===== config.mk =====
export PLATFORM = sky130hd
export DESIGN_NAME = stack_sequencer
export DESIGN_NICKNAME = d
export VERILOG_FILES = /design/src/rtl/gbc_cpu_pkg.sv /design/src/rtl/sp_counter.sv /design/src/rtl/stack_sequencer.sv
export SDC_FILE = /design/constraint.sdc
export NUM_CORES = 1
export LEC_CHECK = 0
export ABC_AREA = 0
export ABC_CLOCK_PERIOD_IN_PS = 5910
export CAP_MARGIN = 20
export CELL_PAD_IN_SITES_DETAIL_PLACEMENT = 1
export CELL_PAD_IN_SITES_GLOBAL_PLACEMENT = 1
export CORE_ASPECT_RATIO = 0.75
export CORE_MARGIN = 3
export CORE_UTILIZATION = 37
export DETAILED_ROUTE_END_ITERATION = 8
export PLACE_DENSITY_LB_ADDON = 0.1
export SLEW_MARGIN = 40
export SYNTH_ARGS = -nofsm -noshare
export SYNTH_HDL_FRONTEND = slang
export SYNTH_SLANG_ARGS = --single-unit

===== constraint.sdc =====
create_clock -name clk_i -period 5.91 [get_ports clk_i]
set_input_delay 0.591 -clock clk_i [delete_from_list [all_inputs] [get_ports clk_i]]
set_output_delay 0.591 -clock clk_i [all_outputs]
set_load 0.005 [all_outputs]

===== src/rtl/gbc_cpu_pkg.sv =====
// Shared types for the stack sequencer: stack operation codes and FSM states.
package gbc_cpu_pkg;

  typedef enum logic [1:0] {
    OpLoad = 2'd0,
    OpPush = 2'd1,
    OpPop  = 2'd2,
    OpNop  = 2'd3
  } stack_op_t;

  typedef enum logic [2:0] {
    StIdle,
    StWrHi,
    StWrLo,
    StRdLo,
    StRdHi,
    StDone
  } seq_state_t;

endpackage


===== src/rtl/sp_counter.sv =====
// 16-bit stack pointer register with load/decrement/increment, wrapping modulo 2^16.
module sp_counter
  import gbc_cpu_pkg::*;
#(
  parameter logic [15:0] SP_RESET = 16'hFFFE
) (
  input  logic        clk,
  input  logic        rst,
  input  logic        load,
  input  logic        inc,
  input  logic        dec,
  input  logic [15:0] load_val,
  output logic [15:0] sp
);

  always_ff @(posedge clk) begin
    if (rst) begin
      sp <= SP_RESET;
    end else if (load) begin
      sp <= load_val;
    end else if (dec) begin
      sp <= sp - 16'd1;
    end else if (inc) begin
      sp <= sp + 16'd1;
    end
  end

endmodule


===== src/rtl/stack_sequencer.sv =====
// Byte-serial 16-bit stack push/pop sequencer over an 8-bit ack-handshake memory port.
// Define STACK_SEQ_BOUNDS_EN to enable the sticky stack-floor overflow flag.
module stack_sequencer
  import gbc_cpu_pkg::*;
#(
  parameter logic [15:0] SP_RESET    = 16'hFFFE,
  parameter logic [15:0] STACK_FLOOR = 16'hC000
) (
  input  logic        clk_i,
  input  logic        rst_i,
  input  logic        start_i,
  input  stack_op_t   op_i,
  input  logic [15:0] data_i,
  output logic        busy_o,
  output logic        done_o,
  output logic [15:0] result_o,
  output logic [15:0] sp_o,
  output logic        mem_req_o,
  output logic        mem_we_o,
  output logic [15:0] addressBus_o,
  output logic [7:0]  mem_wdata_o,
  input  logic [7:0]  mem_rdata_i,
  input  logic        mem_ack_i,
  output logic        overflow_o
);

  seq_state_t  state;
  logic [7:0]  data_lo_q;
  logic [15:0] sp;
  logic        accept;
  logic        sp_load;
  logic        sp_inc;
  logic        sp_dec;

  assign accept  = (state == StIdle) && start_i;
  assign sp_load = accept && (op_i == OpLoad);
  assign sp_dec  = (accept && (op_i == OpPush)) || ((state == StWrHi) && mem_ack_i);
  assign sp_inc  = ((state == StRdLo) || (state == StRdHi)) && mem_ack_i;

  sp_counter #(
    .SP_RESET(SP_RESET)
  ) u_sp_counter (
    .clk      (clk_i),
    .rst      (rst_i),
    .load     (sp_load),
    .inc      (sp_inc),
    .dec      (sp_dec),
    .load_val (data_i),
    .sp       (sp)
  );

  assign sp_o         = sp;
  assign addressBus_o = sp;
  assign busy_o       = (state != StIdle);

  // done_o is registered, so it rises in the cycle after DONE while already back in IDLE.
  always_ff @(posedge clk_i) begin
    if (rst_i) begin
      state       <= StIdle;
      data_lo_q   <= 8'h00;
      result_o    <= 16'h0000;
      done_o      <= 1'b0;
      mem_req_o   <= 1'b0;
      mem_we_o    <= 1'b0;
      mem_wdata_o <= 8'h00;
    end else begin
      done_o <= 1'b0;
      unique case (state)
        StIdle: begin
          if (start_i) begin
            unique case (op_i)
              OpPush: begin
                data_lo_q   <= data_i[7:0];
                mem_req_o   <= 1'b1;
                mem_we_o    <= 1'b1;
                mem_wdata_o <= data_i[15:8];
                state       <= StWrHi;
              end
              OpPop: begin
                mem_req_o <= 1'b1;
                mem_we_o  <= 1'b0;
                state     <= StRdLo;
              end
              OpLoad, OpNop: state <= StDone;
              default:       state <= StDone;
            endcase
          end
        end
        StWrHi: begin
          if (mem_ack_i) begin
            mem_wdata_o <= data_lo_q;
            state       <= StWrLo;
          end
        end
        StWrLo: begin
          if (mem_ack_i) begin
            mem_req_o   <= 1'b0;
            mem_we_o    <= 1'b0;
            mem_wdata_o <= 8'h00;
            state       <= StDone;
          end
        end
        StRdLo: begin
          if (mem_ack_i) begin
            result_o[7:0] <= mem_rdata_i;
            state         <= StRdHi;
          end
        end
        StRdHi: begin
          if (mem_ack_i) begin
            result_o[15:8] <= mem_rdata_i;
            mem_req_o      <= 1'b0;
            state          <= StDone;
          end
        end
        StDone: begin
          done_o <= 1'b1;
          state  <= StIdle;
        end
        default: state <= StIdle;
      endcase
    end
  end

`ifdef STACK_SEQ_BOUNDS_EN
  logic        ovf_q;
  logic [15:0] sp_minus_one;

  assign sp_minus_one = sp - 16'd1;

  always_ff @(posedge clk_i) begin
    if (rst_i) begin
      ovf_q <= 1'b0;
    end else if (sp_load) begin
      ovf_q <= 1'b0;
    end else if (sp_dec && ((sp == 16'h0000) || (sp_minus_one < STACK_FLOOR))) begin
      ovf_q <= 1'b1;
    end
  end

  assign overflow_o = ovf_q;
`else
  // Floor is only meaningful with bounds checking; keep the parameter referenced.
  logic unused_floor;
  assign unused_floor = ^STACK_FLOOR;
  assign overflow_o   = 1'b0;
`endif

endmodule


==> summary.md, run 1 <==
| Metric | Value |
|---|---|
| Status | finished, final reports clean |
| Hold Path Class | flip-flop to flip-flop |
| Via count | 3039 |
| Slew @ Worst Pin | 0.7299 ns |
| Fin nets | 515 |
| Setup repair bufs after CTS | 0 |
| Setup TNS | 0 ns |
| Psw | 511.8 µW |
| Post-placement cell area | 0.004023 mm² |
| Final min period | 4.049 ns |
| CP max stage delay | 0.51 ns |
| Post-DP HPWL | 7308 µm |
| Worst-path clk slew | 0.07 ns |
| DRT Pass-1 Iters | 4 |
| Die X | 113.3 µm |
| Yosys warns | 0 |
| Synthesized Nets | 457 |
| Power density over the cells | 338.2 mW/mm² |
| Antenna-violating nets left | 0 |
| Max-slew violation count | 0 |
| Core Region | 0.008128 mm² |
| Delay-heaviest family, CP | compound AO/OA/AOI/OAI gates |
| Worst EP required | 6.12 ns |
| Final worst slack | 1.861 ns |
| Most frequent CP cell | o211ai_1 |
| H-tree Lvls | 2 |
| Root Buffer | clkbuf_16 |
| Clk_skew | 0.004378 ns |
| Pin count of the biggest net entering global routing | 57 |
| Most common cell after layout, fill and taps aside | clkdlybuf4s50_1 |
| Vias in the first global route | 3025 |
| Number of max-cap violations | 0 |
| Post-synth EDFFs | 0 |
| Hold_sp | result_o[7] |
| Number of DRC markers in iteration 0 | 156 |
| Clk pwr share | 20.7% |
| CTS Buf Count | 5 |
| Yosys reg bits | 54 |
| Vias per cell | 5.322 |
| Critical Path End Type | flip-flop |
| Leak | 1.621 nW |
| Design Area, Final | 0.004170 mm² |
| Drt wl/cell | 16.87 µm |
| Crit path from | start_i |
| Count of cell types in the netlist | 51 |
| Pre-CTS setup slack | 1.559 ns |
| Flop pwr share | 33.5% |
| Power Internal | 898.5 µW |
| Kind of critical path | input port to flip-flop |
| Mapped Cells | 407 |
| Clock Latency Late Sink | 0.29 ns |
| Gr usage total | 19.31% |
| R2R Path Start | state[1] |
| Final hold vios | 0 |
| Buffer and inverter count on the worst path | 3 |
| Crit share post-route | 68.51% |
| Initial Utilization | 39.33% |
| Sw Share | 36.29% |
| Fin util | 51.31% |
| WHS | 0.4587 ns |
| Async S/R FF share, synth | 0% |
| Tot Pwr | 1.410 mW |
| Slowest stage cell on the critical path | clkdlybuf4s50_1 |
| Total wire length | 9630 µm |
| Fin cells | 571 |
| Port Buffers | 89 |
| Synth Cell Area | 0.003197 mm² |
| Initial antenna violation count | 0 |
| Resized cells post-CTS | 0 |
| Remaining routing DRC violations | 0 |
| Routability cong. | 0.8376 |
| Dpl cells | 563 |
| Row count | 28 |
| Syn-to-layout area delta | 30.45% |
| CP Cell Sequence | clkdlybuf4s50_1, nor2b_1, nand3_1, o21ai_1, buf_4, inv_1, fa_1, nand2b_1, a21oi_1, o211ai_1, o21ai_0, a31oi_1, xor2_1, o211ai_1 |
| Clock buffer depth | 2 |
| Slew HR | 51.28% |
| Die height | 86.50 µm |
| Cts hold-fix bufs | 0 |
| Post-Syn Area per Cell | 7.855 µm² |
| TritonCTS clock tree | built |
| CP Data Arrival Time | 4.26 ns |
| RSZ-0062 raised after global routing | false |
| Global-route wire length before repair | 15500 µm |
| Layout cell share with drive strength beyond 1 | 4.721% |
| Most frequent cells in the layout | 88 x clkdlybuf4s50_1, 70 x nand2_1, 53 x dfxtp_1 |
| Die Area | 0.009803 mm² |
| Clock sink total | 54 |
| I/O pins | 91 |
| Final count of negative-setup-slack endpoints | 0 |
| Maximum clock rate | 247.0 MHz |
| Antenna cells | 0 |
| Sequential-to-total area share from yosys stat | 33.82% |
| Worst setup SP type | input port |
| Top_reg_cell synth | dfxtp_1 |
| VDD IR-drop max | 0.0001409 V |
| CP Max Fanout | 19 |
| Comb power frac | 45.8% |
| GRT Residual Overflow | 0 |
==> sequential cells by signal, summed over array words and instances (netlist names) <==
name,flops
result_o,16
u_sp_counter.sp,16
data_lo_q,8
mem_wdata_o,8
state,3
done_o,1
mem_req_o,1
mem_we_o,1
==> metal layers <==
layer | up-vias | GRT usage [%] | share of wire, %
li1 | 1527 | - | -
met3 | 4 | 3.070 | 4.6
met4 | 0 | 2.183 | 0.40
met1 | 1446 | 28.47 | 50
met2 | 62 | 30.75 | 45
met5 | - | 0 | 0
==> final cells by class <==
cell class	instances	area (µm²)
Multi-Input combinational cell	306	1881
Tap cell	105	131.4
Inverter	7	26.28
Clock buffer	5	125.1
Timing Repair Buffer	91	903.4
Clock inverter	3	21.27
Sequential cell	54	1082
Fill cell	1000	3958
==> path summary, 6_finish.rpt <==
check	slack (ns)	to	depth (start not counted)
worst max-delay path	1.86	u_sp_counter.sp[12]	14
worst min-delay path	0.46	result_o[7]	2
worst max register to register	2.06	u_sp_counter.sp[12]	13
worst min register to register	0.46	result_o[7]	2
==> logic make-up (layout without fill, tap and decap cells) <==
| family | after synthesis | after routing | synth area share, % |
|---|---|---|---|
| muxes | 2 | 2 | 0.6262 |
| buffers and inverters | 47 | 106 | 7.906 |
| other | 1 | 1 | 0.1173 |
| AOI/OAI and AO/OA | 124 | 124 | 25.64 |
| and+or+nand+nor | 146 | 146 | 20.27 |
| adders and majority gates | 20 | 20 | 8.063 |
| DFF | 54 | 54 | 33.82 |
| xor gates and xnor gates | 13 | 13 | 3.562 |
==> Yosys cell counts (all sizes together) (5+ instances only) <==
master	n	area share, %
a22oi	8	1.9
xor2	9	2.5
a21oi	41	6.4
inv	7	0.82
o21bai	7	1.6
clkbuf	17	2.0
a22o	8	2.2
a211oi	16	3.9
nor3	7	1.1
nor2	36	4.2
o21ai	14	2.2
ha	19	7.4
a31oi	5	0.98
a21o	6	1.4
nand2	70	8.2
buf	23	5.1
o211ai	8	1.9
nand2b	8	1.6
dfxtp	54	34
==> power groups by stage <==
stage	Combinational, mW	Clock (mW)	Sequential [mW]
after floorplan	0.440	0	0.457
final	0.647	0.292	0.472
after global placement	0.626	0	0.477
after CTS	0.652	0.303	0.472
after detailed placement	0.647	0	0.480
after global routing	0.722	0.315	0.482
==> worst min-delay path, delay by kind of cell (launching register included) <==
kind               cells  cell delay [ns]
DFF                    1             0.31
AOI/OAI and AO/OA      1             0.05
and+or+nand+nor        1             0.05
Note: power is estimated with default switching activity, not from simulation.
==> run 2: changes to the inputs <==
--- a/config.mk
+++ b/config.mk
@@ -6,13 +6,13 @@
 export NUM_CORES = 1
 export LEC_CHECK = 0
 export ABC_AREA = 0
-export ABC_CLOCK_PERIOD_IN_PS = 5910
+export ABC_CLOCK_PERIOD_IN_PS = 3900
 export CAP_MARGIN = 20
 export CELL_PAD_IN_SITES_DETAIL_PLACEMENT = 1
 export CELL_PAD_IN_SITES_GLOBAL_PLACEMENT = 1
 export CORE_ASPECT_RATIO = 0.75
 export CORE_MARGIN = 3
-export CORE_UTILIZATION = 37
+export CORE_UTILIZATION = 35
 export DETAILED_ROUTE_END_ITERATION = 8
 export PLACE_DENSITY_LB_ADDON = 0.1
 export SLEW_MARGIN = 40
==> constraint.sdc (replaced) <==
create_clock -name clk_i -period 3.9 [get_ports clk_i]
set_input_delay 0.39 -clock clk_i [delete_from_list [all_inputs] [get_ports clk_i]]
set_output_delay 0.39 -clock clk_i [all_outputs]
set_load 0.005 [all_outputs]
==> run 2 against run 1 <==
Net effect: non-clock buffer count is 8 higher; sequential power up 48%; cell area rose by 1.9%; sequential share of layout area shrank 0.50 points; clock skew rose by 0.0019 ns; die area up 5.4%; utilization is 2.3 points lower; register-to-register slack got worse by 1.6 ns; final cell count is 1.9% higher; sequential cell count stayed put; critical path depth fell by 4; largest power group unchanged.
==> summary.md, run 2 (same netlist as run 1, synthesis figures left out) <==
| Metric | Value |
|---|---|
| TritonCTS clock tree | built |
| Initial antenna violation count | 0 |
| Power Internal | 1.379 mW |
| CP Cell Sequence | nand2b_1, o21ai_2, ha_1, a211oi_1, o211ai_1, a221oi_1, o21ba_2, o21ai_0, o21ai_0, nand4b_1 |
| Flop pwr share | 31.8% |
| Die X | 116.4 µm |
| Via count | 3130 |
| Comb power frac | 46.7% |
| Post-DP HPWL | 7599 µm |
| Remaining routing DRC violations | 0 |
| Worst EP required | 4.07 ns |
| Die height | 88.77 µm |
| Syn-to-layout area delta | 32.88% |
| Slowest stage cell on the critical path | a221oi_1 |
| Sw Share | 37.27% |
| Vias in the first global route | 3081 |
| Final min period | 3.392 ns |
| Delay-heaviest family, CP | compound AO/OA/AOI/OAI gates |
| CTS Buf Count | 5 |
| CP Data Arrival Time | 3.57 ns |
| RSZ-0062 raised after global routing | false |
| Critical Path End Type | flip-flop |
| Gr usage total | 19.81% |
| GRT Residual Overflow | 0 |
| Cts hold-fix bufs | 0 |
| Clk pwr share | 21.5% |
| Clk_skew | 0.006320 ns |
| Global-route wire length before repair | 16050 µm |
| H-tree Lvls | 2 |
| Leading registers by flop count | result_o: 16 flops, u_sp_counter.sp: 16 flops |
| Row count | 29 |
| Crit share post-route | 86.96% |
| Die Area | 0.01033 mm² |
| Worst setup SP type | flip-flop |
| Vias per cell | 5.378 |
| Root Buffer | clkbuf_16 |
| Drt wl/cell | 17.35 µm |
| Most frequent cells in the layout | 88 x clkdlybuf4s50_1, 70 x nand2_1, 54 x dfxtp_1 |
| Maximum clock rate | 294.9 MHz |
| Max-slew violation count | 0 |
| Clock buffer depth | 2 |
| Routability cong. | 0.8167 |
| Leak | 1.666 nW |
| Port Buffers | 89 |
| Pre-CTS setup slack | 0.06031 ns |
| CP max stage delay | 0.52 ns |
| Layout cell share with drive strength beyond 1 | 6.118% |
| Clock Latency Late Sink | 0.30 ns |
| Final count of negative-setup-slack endpoints | 0 |
| Setup repair bufs after CTS | 0 |
| Slew @ Worst Pin | 0.6843 ns |
| Status | finished, final reports clean |
| Antenna cells | 0 |
| CP Max Fanout | 17 |
| Most frequent CP cell | o21ai_0 |
| Clock sink total | 54 |
| Psw | 819.3 µW |
| R2R Path Start | state[2] |
| Buffer and inverter count on the worst path | 0 |
| Hold Path Class | flip-flop to flip-flop |
| Hold_sp | result_o[1] |
| I/O pins | 91 |
| Worst-path clk slew | 0.07 ns |
| Number of DRC markers in iteration 0 | 161 |
| VDD IR-drop max | 0.0002057 V |
| Final hold vios | 0 |
| Core Region | 0.008672 mm² |
| Pin count of the biggest net entering global routing | 57 |
| Most common cell after layout, fill and taps aside | clkdlybuf4s50_1 |
| Crit path from | state[2] |
| Power density over the cells | 517.5 mW/mm² |
| Post-placement cell area | 0.004088 mm² |
| Setup TNS | 0 ns |
| Kind of critical path | flip-flop to flip-flop |
| Sequential cell area | 0.001081 mm² |
| Antenna-violating nets left | 0 |
| Slew HR | 54.24% |
| Final worst slack | 0.5085 ns |
| Design Area, Final | 0.004248 mm² |
| Fin nets | 523 |
| Fillers | 1063 |
| Initial Utilization | 36.86% |
| DRT Pass-1 Iters | 4 |
| Number of max-cap violations | 0 |
| Area of the multi-input gates | 0.001892 mm² |
| Total wire length | 10100 µm |
| Resized cells post-CTS | 0 |
## run 2: cell count changes in the layout (fill, tap and decap cells not counted), sizes merged
cell and delta:
buf +8, clkinv -1, inv +1
## run 2: final timing paths
path	end	slack [ns]	cells after the start
worst max-delay path	u_sp_counter.sp[15]	0.51	10
worst min-delay path	result_o[1]	0.46	2
worst max register to register	u_sp_counter.sp[15]	0.51	10
worst min register to register	result_o[1]	0.46	2
## run 2: final cells by class
class | count | share of cell area (%)
clock buffer | 5 | 2.946
clock inverter | 3 | 0.5891
inverter | 7 | 0.6186
multi-input combinational | 306 | 44.54
sequential | 54 | 25.45
tap | 108 | 3.181
timing repair buffer | 99 | 22.68
## run 2: metal layers
layer  wire, µm  GRT usage (%)  share of wire, %
met5          0              0                 0
met4        110          4.953               1.1
met3        388          3.349               3.8
met2       4276          29.23                42
met1       5321          29.77                53
## run 2: power by group through the flow
stage	logic, mW	registers [mW]	clock network [mW]
after floorplan	0.666	0.693	0
after global placement	0.982	0.708	0
after detailed placement	1.02	0.712	0
after CTS	1.02	0.699	0.488
after global routing	1.15	0.711	0.512
final	1.03	0.698	0.473
## run 2: tightest hold or removal path, delay by kind of cell, from the launching register on
kind / cells / cell delay (ns)
flip-flops: 1 / 0.31
AO/OA/AOI/OAI: 1 / 0.05
AND/OR/NAND/NOR: 1 / 0.05
## run 2: metrics by stage
| stage | hold slack (ns) | power (mW) | util, % | instances |
|---|---|---|---|---|
| floorplan | 0.4360 | 1.359 | - | 407 |
| detailed placement | 0.4520 | 1.731 | 47.14 | 574 |
| global route | 0.4813 | 2.369 | 48.98 | 582 |
| finish | 0.4583 | 2.198 | 48.98 | 582 |
| CTS | 0.4639 | 2.212 | 48.87 | 582 |
| global placement | 0.4434 | 1.690 | 46.95 | 574 |
==> run 3: changes to the inputs <==
--- a/config.mk
+++ b/config.mk
@@ -15,7 +15,6 @@
 export CORE_UTILIZATION = 35
 export DETAILED_ROUTE_END_ITERATION = 8
 export PLACE_DENSITY_LB_ADDON = 0.1
-export SLEW_MARGIN = 40
 export SYNTH_ARGS = -nofsm -noshare
 export SYNTH_HDL_FRONTEND = slang
 export SYNTH_SLANG_ARGS = --single-unit
==> run 3 against run 2 <==
Net effect: combinational power is essentially flat; register-to-register slack gained 0.03 ns; critical path depth grew 1; power grew 1.9%; utilization grew 0.072 points; sequential power is essentially flat; critical endpoint is now u_sp_counter.sp[14]; largest power group unchanged.
==> summary.md, run 3 (same netlist as run 1, synthesis figures left out) <==
| Metric | Value |
|---|---|
| Status | finished, final reports clean |
| Design Area, Final | 0.004254 mm² |
| Leak | 1.680 nW |
| CP Data Arrival Time | 3.55 ns |
| Global-route wire length before repair | 15870 µm |
| Die height | 88.77 µm |
| Vias in the first global route | 3044 |
| Post-placement cell area | 0.004071 mm² |
| Metal3 WL | 432 µm |
| Fillers | 1070 |
| Syn-to-layout area delta | 33.07% |
| Clk_skew | 0.008684 ns |
| Slowest stage cell on the critical path | dfxtp_1 |
| Sequential cell area | 0.001081 mm² |
| I/O pins | 91 |
| Remaining routing DRC violations | 0 |
| Critical Path End Type | flip-flop |
| Die Area | 0.01033 mm² |
| Met1 wire length | 5239 µm |
| GRT Residual Overflow | 0 |
| Hold Path Class | flip-flop to flip-flop |
| Final hold vios | 0 |
| Most frequent cells in the layout | 88 x clkdlybuf4s50_1, 70 x nand2_1, 54 x dfxtp_1 |
| Kind of critical path | flip-flop to flip-flop |
| Drt wl/cell | 17.24 µm |
| WL met2 | 4313 µm |
| DRT Pass-1 Iters | 4 |
| Antenna cells | 0 |
| Final worst slack | 0.5350 ns |
| Slew HR | 28.31% |
| Worst EP required | 4.09 ns |
| H-tree Lvls | 2 |
| Top Layer Used | met4 |
| Fin nets | 524 |
| Final min period | 3.365 ns |
| Vias per cell | 5.379 |
| Port Buffers | 89 |
| Row count | 29 |
| Area of the multi-input gates | 0.001872 mm² |
| Slew @ Worst Pin | 1.070 ns |
| Clock Latency Late Sink | 0.30 ns |
| Layout cell share with drive strength beyond 1 | 6.316% |
| Initial Utilization | 36.86% |
| Pin count of the biggest net entering global routing | 57 |
| CTS Buf Count | 5 |
| Routability cong. | 0.8167 |
| RSZ-0062 raised after global routing | false |
| Gr usage total | 19.57% |
| Clock sink total | 54 |
| Reg2reg path depth | 11 |
| Number of DRC markers in iteration 0 | 171 |
| Worst-path clk slew | 0.08 ns |
| Pre-CTS setup slack | 0.03888 ns |
| Root Buffer | clkbuf_16 |
| Setup TNS | 0 ns |
| Via count | 3136 |
| Max-slew violation count | 0 |
| Leading registers by flop count | result_o: 16 flops, u_sp_counter.sp: 16 flops |
| Antenna-violating nets left | 0 |
| Number of max-cap violations | 0 |
| Crit share post-route | 86.28% |
| Clock buffer depth | 2 |
| Worst setup SP type | flip-flop |
| Maximum clock rate | 297.2 MHz |
| CP Cell Sequence | nand2b_1, o21ai_2, inv_1, fa_1, nand2b_1, a21oi_1, o211ai_1, o21ai_0, a311oi_1, mux2i_1, o21bai_1 |
| CP max stage delay | 0.48 ns |
| Core Region | 0.008672 mm² |
| Post-DP HPWL | 7550 µm |
| Cts hold-fix bufs | 0 |
| Most common cell after layout, fill and taps aside | clkdlybuf4s50_1 |
| TritonCTS clock tree | built |
| CP Max Fanout | 17 |
| Die X | 116.4 µm |
| VDD IR-drop max | 0.0002075 V |
| Most frequent CP cell | nand2b_1 |
| Final count of negative-setup-slack endpoints | 0 |
| Power density over the cells | 526.7 mW/mm² |
| Total wire length | 10050 µm |
| Setup repair bufs after CTS | 0 |
| Initial antenna violation count | 0 |
| Hold path cells | 2 |
-- run 3: changes by cell type in the layout (fill, tap and decap cells not counted), sizes merged --
cell,change
clkinv,+1
bufinv,+1
clkinvlp,-1
clkbuf,+1
inv,-1
-- run 3: metal layers --
metal,track usage (%),vias to the layer above
met5,0,-
met4,4.110,0
met3,3.349,7
met2,29.23,73
met1,29.41,1503
li1,-,1553
-- run 3: final timing paths --
check,startpoint,endpoint,slack (ns)
max reg2reg,state[2],u_sp_counter.sp[14],0.53
max,state[2],u_sp_counter.sp[14],0.53
min,result_o[1],result_o[1],0.46
min reg2reg,result_o[1],result_o[1],0.46
-- run 3: power breakdown --
group	total [mW]	switching, mW	internal [mW]
logic	1.03	0.514	0.517
clock network	0.513	0.212	0.301
registers	0.697	0.0757	0.622
-- run 3: final cells by class --
| type | count | share of cell area, % |
|---|---|---|
| Clock inverter | 3 | 0.9412 |
| Multi-Input combinational cell | 306 | 44.00 |
| Sequential cell | 54 | 25.41 |
| Tap cell | 108 | 3.176 |
| Inverter | 7 | 0.6176 |
| Clock buffer | 5 | 2.941 |
| Timing Repair Buffer | 100 | 22.91 |
-- run 3: through the flow --
stage | power, mW | utilization (%) | std cells | hold slack [ns]
after floorplan | 1.359 | - | 407 | 0.4360
after global placement | 1.690 | 46.95 | 574 | 0.4434
after detailed placement | 1.725 | 46.95 | 574 | 0.4520
after CTS | 2.248 | 48.85 | 582 | 0.4635
after global routing | 2.405 | 49.06 | 583 | 0.4798
final | 2.241 | 49.06 | 583 | 0.4574
-- run 3: critical path: cells and delay by family, from the launching register on --
family / cells / cell delay (ns)
multiplexers: 1 / 0.19
flip-flops: 1 / 0.48
AND/OR/NAND/NOR: 2 / 0.48
buffers and inverters: 1 / 0.17
AO/OA/AOI/OAI: 6 / 1.52
adder cells (fa/ha/maj): 1 / 0.42
-- run 3: repair_timing --
action / 4_1_cts / 5_1_grt
resized for setup: 0 / 1
endpoints found under the setup margin: 0 / 4
endpoints found under the hold margin: 0 / 0
